File: config.mk
export PLATFORM = sky130hd
export DESIGN_NAME = uart_rx
export DESIGN_NICKNAME = d
export VERILOG_FILES = /design/src/rtl/uart_pkg.sv /design/src/rtl/uart_sync.sv /design/src/rtl/uart_rx.sv
export SDC_FILE = /design/constraint.sdc
export NUM_CORES = 1
export LEC_CHECK = 0
export CAP_MARGIN = 5
export CORE_UTILIZATION = 63
export CTS_BUF_LIST = sky130_fd_sc_hd__clkbuf_8
export CTS_CLUSTER_SIZE = 16
export DETAILED_ROUTE_END_ITERATION = 10
export PLACE_DENSITY = 0.93
export REMOVE_ABC_BUFFERS = 1
export SLEW_MARGIN = 20
export SYNTH_ARGS = -nofsm -noshare
export SYNTH_HDL_FRONTEND = slang
export SYNTH_SLANG_ARGS = --single-unit
File: constraint.sdc
create_clock -name clk_i -period 3.2 [get_ports clk_i]
set_input_delay 0.32 -clock clk_i [delete_from_list [all_inputs] [get_ports clk_i]]
set_output_delay 0.32 -clock clk_i [all_outputs]
set_load 0.01 [all_outputs]
File: src/rtl/uart_pkg.sv
// Shared UART definitions: receiver state encoding and default framing constants,
// common to the receiver and the transmitter.
package uart_pkg;

    typedef enum logic [1:0] {
        IDLE,
        START,
        DATA,
        STOP
    } rx_state_t;

    localparam int CLKS_PER_BIT_DEF = 434;
    localparam int DATA_BITS_DEF    = 8;

endpackage

File: src/rtl/uart_sync.sv
// Two-flop synchroniser for an asynchronous single-bit input, with a selectable reset value.
module uart_sync #(
    parameter logic RESET_VAL = 1'b1
) (
    input  logic clk_i,
    input  logic reset_i,
    input  logic d_i,
    output logic q_o
);

    logic meta_q;
    logic sync_q;

    always_ff @(posedge clk_i) begin
        if (reset_i) begin
            meta_q <= RESET_VAL;
            sync_q <= RESET_VAL;
        end else begin
            meta_q <= d_i;
            sync_q <= meta_q;
        end
    end

    assign q_o = sync_q;

endmodule

File: src/rtl/uart_rx.sv
// 8N1 UART receiver: mid-bit sampling, LSB-first assembly, and a ready/ack handshake
// with sticky framing-error and overrun flags.
module uart_rx
    import uart_pkg::*;
#(
    parameter int CLKS_PER_BIT = CLKS_PER_BIT_DEF,
    parameter int DATA_BITS    = DATA_BITS_DEF
) (
    input  logic                 clk_i,
    input  logic                 reset_i,
    input  logic                 rx_i,
    output logic [DATA_BITS-1:0] data_o,
    output logic                 byte_ready_o,
    input  logic                 byte_ack_i,
    output logic                 frame_err_o,
    output logic                 overrun_o,
    output logic                 busy_o
);

    localparam int CNT_W = $clog2(CLKS_PER_BIT);
    localparam int BIT_W = (DATA_BITS > 1) ? $clog2(DATA_BITS) : 1;

    localparam logic [CNT_W-1:0] BAUD_LAST = CNT_W'(CLKS_PER_BIT - 1);
    localparam logic [CNT_W-1:0] BAUD_HALF = CNT_W'(CLKS_PER_BIT / 2 - 1);
    localparam logic [BIT_W-1:0] BIT_LAST  = BIT_W'(DATA_BITS - 1);

    rx_state_t              state_q;
    logic [CNT_W-1:0]       baud_q;
    logic [BIT_W-1:0]       bit_q;
    logic [DATA_BITS-1:0]   shift_q;
    logic [DATA_BITS-1:0]   data_q;
    logic                   ready_q;
    logic                   frame_err_q;
    logic                   overrun_q;
    logic                   armed_q;
    logic                   rx_s;
    logic                   ack_taken;

    uart_sync #(
        .RESET_VAL(1'b1)
    ) u_sync (
        .clk_i  (clk_i),
        .reset_i(reset_i),
        .d_i    (rx_i),
        .q_o    (rx_s)
    );

    assign ack_taken = byte_ack_i && ready_q;

    // A completing frame overrides a same-cycle ack, since its assignments come last.
    always_ff @(posedge clk_i) begin
        if (reset_i) begin
            state_q     <= IDLE;
            baud_q      <= '0;
            bit_q       <= '0;
            shift_q     <= '0;
            data_q      <= '0;
            ready_q     <= 1'b0;
            frame_err_q <= 1'b0;
            overrun_q   <= 1'b0;
            armed_q     <= 1'b0;
        end else begin
            if (ack_taken) begin
                ready_q     <= 1'b0;
                frame_err_q <= 1'b0;
                overrun_q   <= 1'b0;
            end

            case (state_q)
                IDLE: begin
                    baud_q <= '0;
                    bit_q  <= '0;
                    // After a frame the line must be seen high again, so a break cannot retrigger.
                    if (rx_s) begin
                        armed_q <= 1'b1;
                    end else if (armed_q) begin
                        state_q <= START;
                    end
                end

                START: begin
                    if (baud_q == BAUD_HALF) begin
                        baud_q  <= '0;
                        bit_q   <= '0;
                        state_q <= rx_s ? IDLE : DATA;
                    end else begin
                        baud_q <= baud_q + CNT_W'(1);
                    end
                end

                DATA: begin
                    if (baud_q == BAUD_LAST) begin
                        baud_q         <= '0;
                        shift_q[bit_q] <= rx_s;
                        if (bit_q == BIT_LAST) begin
                            state_q <= STOP;
                        end else begin
                            bit_q <= bit_q + BIT_W'(1);
                        end
                    end else begin
                        baud_q <= baud_q + CNT_W'(1);
                    end
                end

                STOP: begin
                    if (baud_q == BAUD_LAST) begin
                        baud_q  <= '0;
                        data_q  <= shift_q;
                        ready_q <= 1'b1;
                        armed_q <= 1'b0;
                        state_q <= IDLE;
                        if (ack_taken) begin
                            frame_err_q <= ~rx_s;
                            overrun_q   <= 1'b0;
                        end else begin
                            frame_err_q <= frame_err_q | ~rx_s;
                            overrun_q   <= overrun_q | ready_q;
                        end
                    end else begin
                        baud_q <= baud_q + CNT_W'(1);
                    end
                end

                default: begin
                    state_q <= IDLE;
                end
            endcase
        end
    end

    assign data_o       = data_q;
    assign byte_ready_o = ready_q;
    assign frame_err_o  = frame_err_q;
    assign overrun_o    = overrun_q;
    assign busy_o       = (state_q != IDLE);

endmodule

==> flow_metrics.env, run 1 <==
export IMPL_drive_gt1_share_pct=9.14
export IMPL_placed_cells=208
export IMPL_cts_setup_buffers=0
export IMPL_core_area_sq_um=2450
export IMPL_cts_resized=0
export IMPL_final_area_sq_um=1860
export IMPL_start_util_pct=66.6
export IMPL_first_pass_iters=5
export IMPL_critPathArrivalTime_ns=2.17
export IMPL_maxCapViolCount=0
export IMPL_grt_max_degree=28
export IMPL_ys_ff_latch=36
export IMPL_p_sw_uw=165
export IMPL_p_leak_nw=0.680
export IMPL_insertion_delay_ns=0.28
export IMPL_grt_pass1_vias=1139
export IMPL_wl_um=3090
export IMPL_synth_area_per_cell_sq_um=9.50
export IMPL_syn_area_sq_um=1630
export IMPL_min_period_over_period_pct=63.9
export IMPL_drt_iter0_drc=72
export IMPL_crit_required_ns=3.33
export IMPL_rows=18
export IMPL_rsz0062_at_grt="false"
export IMPL_insertedDiodeCount=0
export IMPL_synth_top_area_share_pct=44.1
export IMPL_status="completed"
export IMPL_die_area_sq_um=2800
export IMPL_portBuffers=15
export IMPL_wl_met2_um=1510
export IMPL_cts_clk_slew_worst_paths_ns=0.07
export IMPL_post_dp_cell_area_sq_um=1770
export IMPL_nets=194
export IMPL_worstHoldStart="u_sync.meta_q$_SDFF_PP1_"
export IMPL_period_needed_ns=2.04
export IMPL_ant_nets=0
export IMPL_pin_count=16
export IMPL_clock_skew_ns=0.00407
export IMPL_clock_sinks=36
export IMPL_final_hold_viol_count=0
export IMPL_synthArstFlopShare_pct=0
export IMPL_max_clock_freq_mhz=489
export IMPL_worst_pin_slew_ns=0.911
export IMPL_maxSlewHeadroom_pct=38.8
export IMPL_via_per_inst=5.89
export IMPL_synth_edff_count=0
export IMPL_final_common_cell="dfxtp_1"
export IMPL_setup_tns_ns=0
export IMPL_cts_root_buffer="clkbuf_8"
export IMPL_internal_power_uw=628
export IMPL_nFillCells=177
export IMPL_num_vias=1273
export IMPL_final_instance_count_excl_fill=216
export IMPL_synth_ff_type="dfxtp_1"
export IMPL_die_h_um=52.9
export IMPL_end_kind="register"
export IMPL_route_detailed_drc=0
export IMPL_grt_overflow_total=0
export IMPL_total_power_uw=793
export IMPL_path_max_fanout=12
export IMPL_seq_power_share_pct=57.1
export IMPL_synth_distinct_cells=44
export IMPL_highest_layer="met4"
export IMPL_grt_first_pass_wirelength_um=4930
export IMPL_antenna_found_initial=0
export IMPL_wl_per_cell_um=14.3
export IMPL_cellPowerDensity_nw_per_um2=425
export IMPL_maxSlewViolCount=0
export IMPL_areaGrowthSynthToFinish_pct=14.1
export IMPL_peakVddDrop_uv=436
export IMPL_yosysWarnings=0
export IMPL_htree_levels=2
export IMPL_hp_class="register to register"
export IMPL_p_clk_share_pct=41.0
export IMPL_dp_hpwl_um=2200
export IMPL_synth_area_top_cells="dfxtp_1, mux2i_1, nor2_1, ha_1, nand4b_1"
export IMPL_track_usage_pct=24.9
export IMPL_synth_cells=172
export IMPL_setup_viol=0
export IMPL_met3WireLength_um=183
export IMPL_wl_met1_um=1360
export IMPL_synth_top_area_cell="dfxtp_1"
export IMPL_die_x_um=52.9
export IMPL_clk_path_buf_depth=2
export IMPL_ff_latch_area_sq_um=721
export IMPL_startpoint_type="register"
export IMPL_ys_seq_area_share_pct=44.1
export IMPL_layout_common_cells="dfxtp_1, nor2_1, mux2i_1, clkdlybuf4s50_1, inv_1"
export IMPL_power_frac_comb_pct=1.9
export IMPL_gp_congestion=0.835
export IMPL_cts_tree="yes"
export IMPL_hold_worst_slack_ns=0.420
export IMPL_multi_input_area_sq_um=825
export IMPL_cts_hold_buf=0
export IMPL_worst_setup_path_type="register to register"
export IMPL_swShare_pct=20.8
export IMPL_cts_inserted_buffers=5
cells in the mapped netlist, drive strengths merged, types with 4 or more instances:
| cell | instances |
|---|---|
| nand4b | 5 |
| dfxtp | 36 |
| inv | 10 |
| xnor2 | 5 |
| o21ai | 5 |
| ha | 5 |
| nor2 | 31 |
| mux2i | 15 |
| nand2 | 7 |
| nand3 | 4 |
| clkbuf | 5 |
| buf | 4 |
| nand4 | 4 |
| a21oi | 6 |
registers in the layout, indices dropped and copies added, names as in the netlist, named ones only:
register       flops
baud_q             9
data_o             8
shift_q            8
bit_q              3
armed_q            1
byte_ready_o       1
frame_err_o        1
state_q            1
u_sync.meta_q      1
u_sync.q_o         1
per-stage QoR:
step | util (%) | setup slack (ns)
global route | 75.9 | 0.981
detailed placement | 72.1 | 1.13
global placement | 72.1 | 1.26
finish | 75.9 | 1.16
floorplan | - | 1.50
CTS | 75.9 | 1.12
power groups by stage:
| stage | Sequential (mW) | Clock, mW | Combinational [mW] |
|---|---|---|---|
| finish | 0.453 | 0.325 | 0.0148 |
| global route | 0.453 | 0.352 | 0.0160 |
| CTS | 0.453 | 0.328 | 0.0148 |
| detailed placement | 0.463 | 0 | 0.0147 |
| global placement | 0.463 | 0 | 0.0141 |
| floorplan | 0.462 | 0 | 0.00498 |
cell type report:
cell class              instances  share of cell area (%)
multi-input cells             117                    44.2
flip-flops and latches         36                    38.7
repair buffers                 15                    8.05
clock buffers                   6                    4.43
inverters                      10                    2.01
well taps                      30                    2.01
clock inverters                 2                   0.604
path summary, 6_finish.rpt:
check,end,slack [ns],depth (start not counted)
worst max-delay path,data_o[5]$_SDFFE_PP0P_,1.16,4
worst min-delay path,u_sync.q_o$_SDFF_PP1_,0.42,1
worst max register to register,data_o[5]$_SDFFE_PP0P_,1.16,4
worst min register to register,u_sync.q_o$_SDFF_PP1_,0.42,1
cells by family after synthesis:
kind of cell,Yosys count,synth area share [%]
AND/OR/NAND/NOR,69,24.7
flip-flops,36,44.1
adder cells (fa/ha/maj),5,3.83
XOR/XNOR,7,3.75
buffers and inverters,19,5.43
multiplexers,16,9.88
AO/OA/AOI/OAI,20,8.27
critical path: stages, from the launching register on:
cell     delay [ns]
dfxtp_1        0.50
inv_1          0.19
nor4_4         0.83
mux2i_1        0.29
nor2_1         0.08
per-layer routing:
metal	vias to the layer above	global-route usage [%]
met2	37	39.9
met4	0	10.1
met5	-	0
met1	604	31.4
met3	6	6.90
li1	626	-
No activity file was read; power rests on OpenSTA's default activity.
==> run 2: changes to the inputs <==
CORE_UTILIZATION = 53   (was 63)
PLACE_DENSITY = 0.84   (was 0.93)
clock period = 1.75 ns   (was 3.2 ns; I/O delays follow)
==> flow_metrics.env, run 2 (synthesized netlist as in run 1, its figures left out) <==
export IMPL_gp_congestion=0.809
export IMPL_worst_pin_slew_ns=0.395
export IMPL_clock_sinks=36
export IMPL_ant_nets=0
export IMPL_critPathBufInv=1
export IMPL_grt_overflow_total=0
export IMPL_path_max_fanout=8
export IMPL_min_period_over_period_pct=97.5
export IMPL_start_util_pct=57.8
export IMPL_wl_per_cell_um=14.6
export IMPL_die_h_um=57.5
export IMPL_via_per_inst=5.75
export IMPL_maxSlewHeadroom_pct=73.3
export IMPL_cellPowerDensity_nw_per_um2=756
export IMPL_slowest_stage="dfxtp_1"
export IMPL_track_usage_pct=21.7
export IMPL_clk_path_buf_depth=2
export IMPL_hp_class="register to register"
export IMPL_htree_levels=2
export IMPL_ff2ff_path_depth=6
export IMPL_maxCapViolCount=0
export IMPL_cts_inserted_buffers=5
export IMPL_die_x_um=57.5
export IMPL_crit_family="simple AND/OR/NAND/NOR gates"
export IMPL_final_common_cell="dfxtp_1"
export IMPL_drt_iter0_drc=32
export IMPL_insertedDiodeCount=0
export IMPL_pin_count=16
export IMPL_p_leak_nw=0.717
export IMPL_grt_first_pass_wirelength_um=5500
export IMPL_grt_max_degree=13
export IMPL_maxSlewViolCount=0
export IMPL_first_pass_iters=7
export IMPL_antenna_found_initial=0
export IMPL_violations="DRC"
export IMPL_rsz0062_at_grt="true"
export IMPL_startpoint="baud_q[0]$_SDFF_PP0_"
export IMPL_crit_chain="ha_1 > nand4bb_1 > nor4_4 > buf_4 > a21oi_1 > a211oi_1"
export IMPL_max_clock_freq_mhz=586
export IMPL_nets=200
export IMPL_wl_um=3250
export IMPL_cts_clk_slew_worst_paths_ns=0.07
export IMPL_core_area_sq_um=2830
export IMPL_critPathArrivalTime_ns=1.90
export IMPL_cts_root_buffer="clkbuf_8"
export IMPL_peakVddDrop_uv=705
export IMPL_post_dp_cell_area_sq_um=1820
export IMPL_cts_tree="yes"
export IMPL_final_instance_count_excl_fill=223
export IMPL_min_path_cells=1
export IMPL_period_needed_ns=1.71
export IMPL_startpoint_type="register"
export IMPL_insertion_delay_ns=0.28
export IMPL_r2r_start="baud_q[0]$_SDFF_PP0_"
export IMPL_largest_reg_flops=9
export IMPL_status="complete, but fails checks"
export IMPL_portBuffers=15
export IMPL_slowest_delay_ns=0.41
export IMPL_rows=19
export IMPL_r2r_slack_ns=0.04
export IMPL_layout_common_cells="dfxtp_1, nor2_1, mux2i_1, clkdlybuf4s50_1, inv_1"
export IMPL_end_kind="register"
export IMPL_clock_skew_ns=0.00510
export IMPL_route_detailed_drc=1
export IMPL_crit_required_ns=1.95
export IMPL_setup_tns_ns=0
export IMPL_die_area_sq_um=3310
export IMPL_setup_viol=0
export IMPL_dp_hpwl_um=2360
export IMPL_placed_cells=215
export IMPL_max_flop_register="baud_q"
export IMPL_areaGrowthSynthToFinish_pct=17.3
export IMPL_num_vias=1282
export IMPL_final_hold_viol_count=0
export IMPL_drive_gt1_share_pct=14.1
export IMPL_cp_depth=6
export IMPL_final_area_sq_um=1920
export IMPL_worst_setup_path_type="register to register"
export IMPL_grt_pass1_vias=1280
[run 2: cell count changes in the layout (fill, tap and decap cells not counted), sizes merged]
cell      previous run  this run
buf                  0         6
clkinv               0         2
inv                 11        10
clkinvlp             1         0
[run 2: routing by layer]
metal | global-route usage, % | vias to the layer above | part of all wire, %
li1 | - | 637 | -
met1 | 26.1 | 615 | 45
met2 | 36.9 | 23 | 50
met3 | 4.99 | 7 | 3.4
met4 | 9.76 | 0 | 1.6
met5 | 0 | - | 0
[run 2: area by class of cell]
class / instances / area (sq um)
multi-input combinational: 117 / 830
tap: 31 / 38.8
timing repair buffer: 21 / 195
inverter: 10 / 37.5
clock inverter: 2 / 10.0
fill: 226 / 912
sequential: 36 / 723
clock buffer: 6 / 82.6
[run 2: worst min-delay path by stage]
| stage | start | slack (ns) | end |
|---|---|---|---|
| floorplan | reset_i | 0.24 | register |
| global placement | u_sync.meta_q$_SDFF_PP1_ | 0.40 | u_sync.q_o$_SDFF_PP1_ |
| finish | u_sync.meta_q$_SDFF_PP1_ | 0.42 | u_sync.q_o$_SDFF_PP1_ |
| detailed placement | u_sync.meta_q$_SDFF_PP1_ | 0.41 | u_sync.q_o$_SDFF_PP1_ |
| global route | u_sync.meta_q$_SDFF_PP1_ | 0.45 | u_sync.q_o$_SDFF_PP1_ |
| CTS | u_sync.meta_q$_SDFF_PP1_ | 0.43 | u_sync.q_o$_SDFF_PP1_ |
[run 2: timing repair]
| action | in CTS | in global routing |
|---|---|---|
| setup endpoints to repair | 0 | 10 |
| resized for setup | 0 | 3 |
| setup buffers | 0 | 0 |
| hold buffers | 0 | 0 |
[run 2: stage by stage]
| stage | setup WS (ns) | hold slack (ns) | total power, mW | utilization (%) |
|---|---|---|---|---|
| final | 0.0436 | 0.423 | 1.45 | 67.8 |
| after detailed placement | 0.0776 | 0.409 | 0.878 | 64.2 |
| after CTS | 0.0527 | 0.427 | 1.46 | 67.5 |
| after global routing | -0.0686 | 0.451 | 1.50 | 67.8 |
| after floorplan | 0.0531 | 0.244 | 0.854 | - |
| after global placement | 0.198 | 0.399 | 0.876 | 64.2 |
[run 2: power breakdown]
part / internal (mW) / switching, mW / total [mW]
combinational: 0.0149 / 0.0167 / 0.0317
sequential: 0.823 / 0.00458 / 0.828
clock: 0.314 / 0.276 / 0.590
==> run 3: changes to the inputs <==
CTS_CLUSTER_SIZE = 20   (was 16)
==> results of run 3 <==
The final DEF is identical to that of run 2; final timing and power are the same.
